$ cat config.mk
export PLATFORM = sky130hd
export DESIGN_NAME = mac_acc
export DESIGN_NICKNAME = d
export VERILOG_FILES = /design/src/rtl/mul_pkg.sv /design/src/rtl/sat_add.sv /design/src/rtl/mac_acc.sv
export SDC_FILE = /design/constraint.sdc
export NUM_CORES = 1
export LEC_CHECK = 0
export ABC_AREA = 1
export BUFFER_PORTS_ARGS = -buffer_cell sky130_fd_sc_hd__buf_2
export CORE_MARGIN = 5
export CORE_UTILIZATION = 48
export CTS_BUF_LIST = sky130_fd_sc_hd__clkbuf_4 sky130_fd_sc_hd__clkbuf_8
export DETAILED_ROUTE_END_ITERATION = 16
export GPL_TIMING_DRIVEN = 1
export PLACE_DENSITY = 0.66
export SYNTH_ARGS = -nofsm -noshare
export SYNTH_HDL_FRONTEND = slang
export SYNTH_HIERARCHICAL = 1
export SYNTH_SLANG_ARGS = --single-unit
$ cat constraint.sdc
create_clock -name clk -period 3 [get_ports clk]
set_input_delay 0.15 -clock clk [delete_from_list [all_inputs] [get_ports clk]]
set_output_delay 0.15 -clock clk [all_outputs]
set_load 0.1 [all_outputs]
$ cat src/rtl/mul_pkg.sv
// Shared types and saturation bounds for the multiply-accumulate stage.
package mul_pkg;

   typedef enum logic [1:0] {ACCUM, FLUSH, HOLD} mac_state_t;

   // Largest and smallest values of a w-bit two's-complement number
   function automatic longint sat_max(input int w);
      return (64'sd1 <<< (w - 1)) - 64'sd1;
   endfunction

   function automatic longint sat_min(input int w);
      return -(64'sd1 <<< (w - 1));
   endfunction

endpackage

$ cat src/rtl/sat_add.sv
// Combinational signed add that clamps to the W-bit range on overflow.
module sat_add
   import mul_pkg::*;
#(
   parameter int W = 20
) (
   input  logic signed [W-1:0] acc,
   input  logic signed [W-1:0] addend,
   output logic signed [W-1:0] sum,
   output logic                ovf
);

   localparam logic signed [W-1:0] SMAX = W'(sat_max(W));
   localparam logic signed [W-1:0] SMIN = W'(sat_min(W));

   logic signed [W:0] ext;

   // One guard bit: the top two bits disagree exactly on signed overflow
   assign ext = {acc[W-1], acc} + {addend[W-1], addend};
   assign ovf = ext[W] ^ ext[W-1];

   always_comb begin
      sum = ext[W-1:0];
      if (ovf) sum = ext[W] ? SMIN : SMAX;
   end

endmodule

$ cat src/rtl/mac_acc.sv
// Streaming signed MAC: registered product, saturating accumulator, per-frame
// result presented on a valid/ready handshake and cleared on acceptance.
module mac_acc
   import mul_pkg::*;
#(
   parameter int N    = 8,
   parameter int ACCW = 20,
   parameter int CNTW = 6
) (
   input  logic                   clk,
   input  logic                   rst,
   input  logic                   in_valid,
   output logic                   in_ready,
   input  logic signed [N-1:0]    a,
   input  logic signed [N-1:0]    b,
   input  logic                   last,
   output logic                   out_valid,
   input  logic                   out_ready,
   output logic signed [ACCW-1:0] acc,
   output logic [CNTW-1:0]        count,
   output logic                   sat
);

   if (ACCW < 2 * N) begin : g_width_chk
      $error("mac_acc: ACCW must be at least 2*N");
   end

   mac_state_t state, state_nxt;

   logic signed [2*N-1:0]  p;
   logic                   pvalid;
   logic                   plast;
   logic                   accept;
   logic signed [ACCW-1:0] addend;
   logic signed [ACCW-1:0] sum;
   logic                   ovf;

   // Ready comes from registered state only, never from out_ready
   assign in_ready  = (state == ACCUM);
   assign out_valid = (state == HOLD);
   assign accept    = in_valid && in_ready;

   always_ff @(posedge clk or posedge rst) begin
      if (rst) begin
         p      <= '0;
         pvalid <= 1'b0;
         plast  <= 1'b0;
      end else begin
         pvalid <= accept;
         plast  <= accept && last;
         if (accept) p <= (2*N)'(a) * (2*N)'(b);
      end
   end

   assign addend = ACCW'(p);

   sat_add #(.W(ACCW)) u_sat_add (
      .acc    (acc),
      .addend (addend),
      .sum    (sum),
      .ovf    (ovf)
   );

   always_ff @(posedge clk or posedge rst) begin
      if (rst) begin
         acc   <= '0;
         count <= '0;
         sat   <= 1'b0;
      end else if (state == HOLD && out_ready) begin
         acc   <= '0;
         count <= '0;
         sat   <= 1'b0;
      end else if (pvalid) begin
         acc <= sum;
         if (count != '1) count <= count + CNTW'(1);
         if (ovf) sat <= 1'b1;
      end
   end

   always_ff @(posedge clk or posedge rst) begin
      if (rst) state <= ACCUM;
      else     state <= state_nxt;
   end

   always_comb begin
      state_nxt = state;
      case (state)
         ACCUM: if (accept && last) state_nxt = FLUSH;
         FLUSH: if (plast)          state_nxt = HOLD;
         HOLD:  if (out_ready)      state_nxt = ACCUM;
         default:                   state_nxt = ACCUM;
      endcase
   end

endmodule
# [Yosys cells after proc, flatten, opt, wreduce, memory -nomap -nowiden]
# Cells that the tools add are included.
[op_classes] n_addsub=2 mul=1 n_eq_ne=6 n_mux=14 bitwise=1 reduce_logical=10
[ops] op="2-to-1 mux 20 bit" count=4
[ops] op="adder 20 x 16 -> 21 bit" count=1
[ops] op="2-to-1 mux 6 bit" count=3
[ops] op="multiplier 8 x 8 -> 16 bit" count=1
[ops] op="adder 6 x 1 -> 6 bit, second input constant" count=1
[ops] op="2-to-1 mux 2 bit" count=3
[ops] op="inequality test 6 bit, second input constant" count=1
[ops] op="case mux 2 bit (3 select lines)" count=1
[ops] op="nonzero test 2 bit" count=3
[ops] op="inequality test 2 x 1 -> 1 bit, second input constant" count=2
[ops] op="AND reduction 2 bit" count=2
[ops] op="logical AND 1 bit" count=3
[ops] op="2-to-1 mux 1 bit" count=3
[ops] op="AND reduction 3 bit" count=1
[ops] op="== test 2 x 1 -> 1 bit, second input constant" count=1
[ops] op="== test 2 bit, second input constant" count=1
[ops] op="zero test 2 bit" count=1
[ops] op="inequality test 2 bit, second input constant" count=1
[ops] op="XOR 1 bit" count=1
[totals] reg_bits=47 in_bits=21 word_cells=41

# [Logic depth before layout (Yosys ltp)]
[logic_depth] ltp_word=5 depth_mapped=22

# [Hierarchy]
# The synthesis kept the hierarchy.
[modules_own_cells] mod="mac_acc" n_inst=1 cells_each=624 area_per_inst_um2=4727.0
[modules_own_cells] mod="sat_add" n_inst=1 cells_each=285 area_per_inst_um2=1531.5

# [Worst setup path after synthesis]
# No wires, ideal clock.
[synth_path] path_type="input port to flip-flop" from="input port a[7]" to="register p[15]" arrival_time_ns=3.784 path_slack_ns=-0.902 cell_stages=19 path_buffers=1 path_cell_list="clkbuf_1 -> nand2_1 -> inv_1 -> fa_1 -> inv_1 -> fa_1 -> inv_1 -> fa_1 -> inv_1 -> fa_1 -> inv_1 -> ha_1 -> nand2_1 -> nor2_1 -> nand3_1 -> nand3_1 -> nand3_1 -> nand3_1 -> nand2_1"
[synth_between] elab_chain_cells=1
[synth_rtl] item="start: declaration" line_no="mac_acc.sv:14" text="input logic signed [N-1:0] a,"
[synth_rtl] item="multiplier 8 x 8 -> 16 bit" line_no="mac_acc.sv:51" text="if (accept) p <= (2*N)'(a) * (2*N)'(b);"
[synth_rtl] item="end signal: assignment" line_no="mac_acc.sv:51"
[synth_rtl] item="end: declaration" line_no="mac_acc.sv:30" text="logic signed [2*N-1:0] p;"
# No other way between the ends.
# A chain may end at the register's enable or synchronous reset.

# [Worst setup path after layout]
[layout_path] from="input port b[7]" to="register p[13]"
[layout_between] elab_chain_cells=1
[layout_rtl] item="start: declaration" line_no="mac_acc.sv:15" text="input logic signed [N-1:0] b,"
[layout_rtl] item="multiplier 8 x 8 -> 16 bit" line_no="mac_acc.sv:51"
# No other way between the ends.

==> implementation parameters <==
Parameter                              Value

Status
  Run status ... finished with violations
  Violations in the final reports ... negative setup slack

Floorplanning
  Core Footprint ... 12700 um2
  Placement row count ... 41
  Effective utilization at floorplan ... 49.2%
  Area of the die ... 15400 um2
  I/O pin total ... 50
  Die Span X ... 124 um
  DIE HEIGHT ... 124 um

Routing
  Vias ... 5505
  Iter 0 DRT Violations ... 386
  DRC ... 0
  Average wire length per cell after detail routing ... 12.3 um
  Via/cell ratio ... 4.78
  Remaining antenna violation count ... 0
  First drt pass iteration count ... 5
  Total length of routed wires ... 14200 um

STA
  Post-layout worst setup margin ... -433 ps
  Pins Over Slew Limit ... 0
  Final Setup Violations ... 9
  Final Skew ... 11.7 ps
  Setup repair after global routing missed its margin ... true
  Worst slew margin relative to its limit ... 34.5%
  Slew at the pin closest to its max-slew limit ... 981 ps
  Setup TNS ... -3000 ps
  Final critical path time including I/O delays and setup ... 3430 ps
  Fin crit share ... 114%
  Hold Slack ... 67.2 ps
  Final Hold Vio Count ... 0
  Maximum achievable frequency ... 291 MHz

Synthesis
  Post-synthesis instance total ... 909
  Mapped Avg Cell Area ... 6.89 um2
  Count of unique library cells instantiated by Yosys ... 36
  Sequential fraction of the synthesis area ... 18.8%
  Number of flip-flops and latches in the synthesized netlist ... 47
  Syn_nets ... 1036
  Number of synthesis warnings ... 6
  Netlist area before placement ... 6260 um2

Global routing
  First-pass GRT wire length ... 24900 um
  Via count of the first global-routing pass ... 5501
  Largest net degree at the start of global routing ... 48
  Overall overflow remaining after global route ... 0
  Most used routing layer ... met2
  M3 GR Usage ... 1.86%
  GRT Resource Usage Total ... 19.8%
  Met1 track demand over resource in global routing ... 26.7%
  Antenna violations before repair ... 0
  Met2 Resource Use GR ... 35.3%

Critical path
  Worst reg2reg path depth ... 12
  Worst endpoint data arrival time ... 3620 ps
  End of the worst register-to-register path ... acc[10]$_DFFE_PP0P_
  Largest stage delay on the critical path ... 490 ps
  Kind of launch point of the worst setup path ... primary input
  Data required time at the worst endpoint ... 3190 ps
  Worst R2R Setup Slack ... 320 ps
  Critical Path Sink Type ... flop
  Crit path cell chain ... buf_8 > clkinvlp_4 > or2_4 > fa_1 > fa_1 > inv_1 > fa_1 > inv_1 > fa_1 > inv_2 > ha_4 > nand2_4 > a21oi_1 > o21ai_1 > nand3_1 > nand2_1 > nand3_1 > nand2_1
  Category of the critical setup timing path ... in2reg
  Worst Path Max Fanout ... 5
  Cell repeated most along the worst path ... sky130_fd_sc_hd__fa_1
  Cell at the slowest stage of the critical path ... sky130_fd_sc_hd__fa_1
  Source of the worst register-to-register timing path ... acc[0]$_DFFE_PP0P_

Clock network
  Clock tree root driver cell ... sky130_fd_sc_hd__clkbuf_8
  Count of H-tree levels built during CTS ... 2
  Clock Sink Count ... 47
  Number of buffers created by CTS ... 5
  Worst-case clock buffer depth ... 2
  Clock slew seen by the registers of the worst setup and hold paths ... 100 ps
  TritonCTS clock tree ... built
  Insertion delay to the later sink of the worst-skew pair ... 300 ps

Cells and area
  Commonest non-fill, non-tap cell in the layout ... sky130_fd_sc_hd__nand2_1
  Area overhead of the layout relative to synthesis ... 20.9%
  Total non-filler cell area in the finished layout ... 7570 um2
  Post-route insts no fill ... 1151
  Fraction of final layout cells sized beyond drive strength 1 ... 22.9%
  Diode insertion count for antenna repair ... 0
  Nets ... 1106
  Top library cells by usage in the layout, fill and taps aside ... 228 x sky130_fd_sc_hd__nand2_1, 206 x sky130_fd_sc_hd__inv_1, 50 x sky130_fd_sc_hd__fa_1, 49 x sky130_fd_sc_hd__nor2_1, 47 x sky130_fd_sc_hd__dfrtp_1

Place
  Placed Cells ... 1138
  Routability congestion estimate ... 0.887
  Buffers added on ports ... 49
  Cell area after placement ... 7060 um2
  Half-perimeter wire length of the detailed placement result ... 11600 um

Job
  Max-cap violations ... 0

Worst hold path
  Hold/Removal Path Class ... in2async
sequential cells by signal, indices dropped and copies added (netlist names):
signal / flops
acc: 20
sat: 1
plast: 1
p: 16
count: 6
pvalid: 1
state: 2
kinds of logic after synthesis:
kind of cell | share of synthesized area (%)
simple gates | 27.0
fa+ha+maj | 27.9
xor+xnor | 2.38
buf+inv | 16.3
compound gates | 7.60
flops | 18.8
layout make-up:
class                           instances  area (um2)
Inverter                              234         887
Fill cell                            1242        5150
Clock inverter                          2        37.5
Clock buffer                            5        68.8
Multi-Input combinational cell        601        4530
Tap cell                              172         215
Sequential cell                        47        1180
Timing Repair Buffer                   90         651
per-layer routing:
metal / vias up / routed length (um)
met1: 2562 / 6510
met2: 85 / 7140
met3: 10 / 412
met5: - / 0
met4: 0 / 99
li1: 2848 / -
cells in the mapped netlist, drive strengths merged:
cell type,n,share of area (%)
xor2,12,1.7
fa,56,18
nand2,269,17
o22ai,1,0.10
o31ai,1,0.12
inv,234,14
nand3,41,3.4
a21o,4,0.48
nor2,69,4.5
or2,1,0.10
o211ai,1,0.12
clkbuf,18,1.1
nand4,8,0.80
a31oi,21,2.1
o21bai,5,0.60
nor3,3,0.42
xnor2,5,0.70
and2,2,0.20
a211oi,1,0.12
nand3b,2,0.24
a21oi,27,2.2
dfrtp,47,19
buf,9,1.2
o21ai,21,1.7
ha,50,10
o21a,1,0.12
worst max path at each step:
stage                     start           endpoint  slack, ps  depth (start not counted)
after CTS                  b[7]  p[15]$_DFFE_PP0P_       -340                         21
after detailed placement   a[7]  p[15]$_DFFE_PP0P_       -780                         17
after global routing       b[7]  p[13]$_DFFE_PP0P_       -620                         18
final                      b[7]  p[13]$_DFFE_PP0P_       -430                         18
after global placement     b[7]  p[15]$_DFFE_PP0P_       -790                         18
after floorplan            b[2]  p[15]$_DFFE_PP0P_       -490                         19
worst max-delay path, delay by kind of cell:
family          cells  cell delay (ps)
buf+inv             5              390
simple gates        6              640
compound gates      2              270
fa+ha+maj           5             2190
what timing repair did:
item | in CTS | in global routing
cloned | 0 | 0
hold buffers | 0 | 0
endpoints found under the setup margin | 10 | 10
setup buffers | 2 | 4
pin swaps | 28 | 38
hold endpoints to repair | 0 | 0
resized for setup | 51 | 55
per-stage QoR:
step / utilization [%] / worst slack (ps)
after floorplan: - / -493
after global placement: 55.5 / -790
after detailed placement: 55.5 / -780
after CTS: 57.9 / -338
after global routing: 59.5 / -625
final: 59.5 / -433
Power is not shown: default switching activity piles up to over one toggle a cycle in this logic, so the estimate is an artifact.
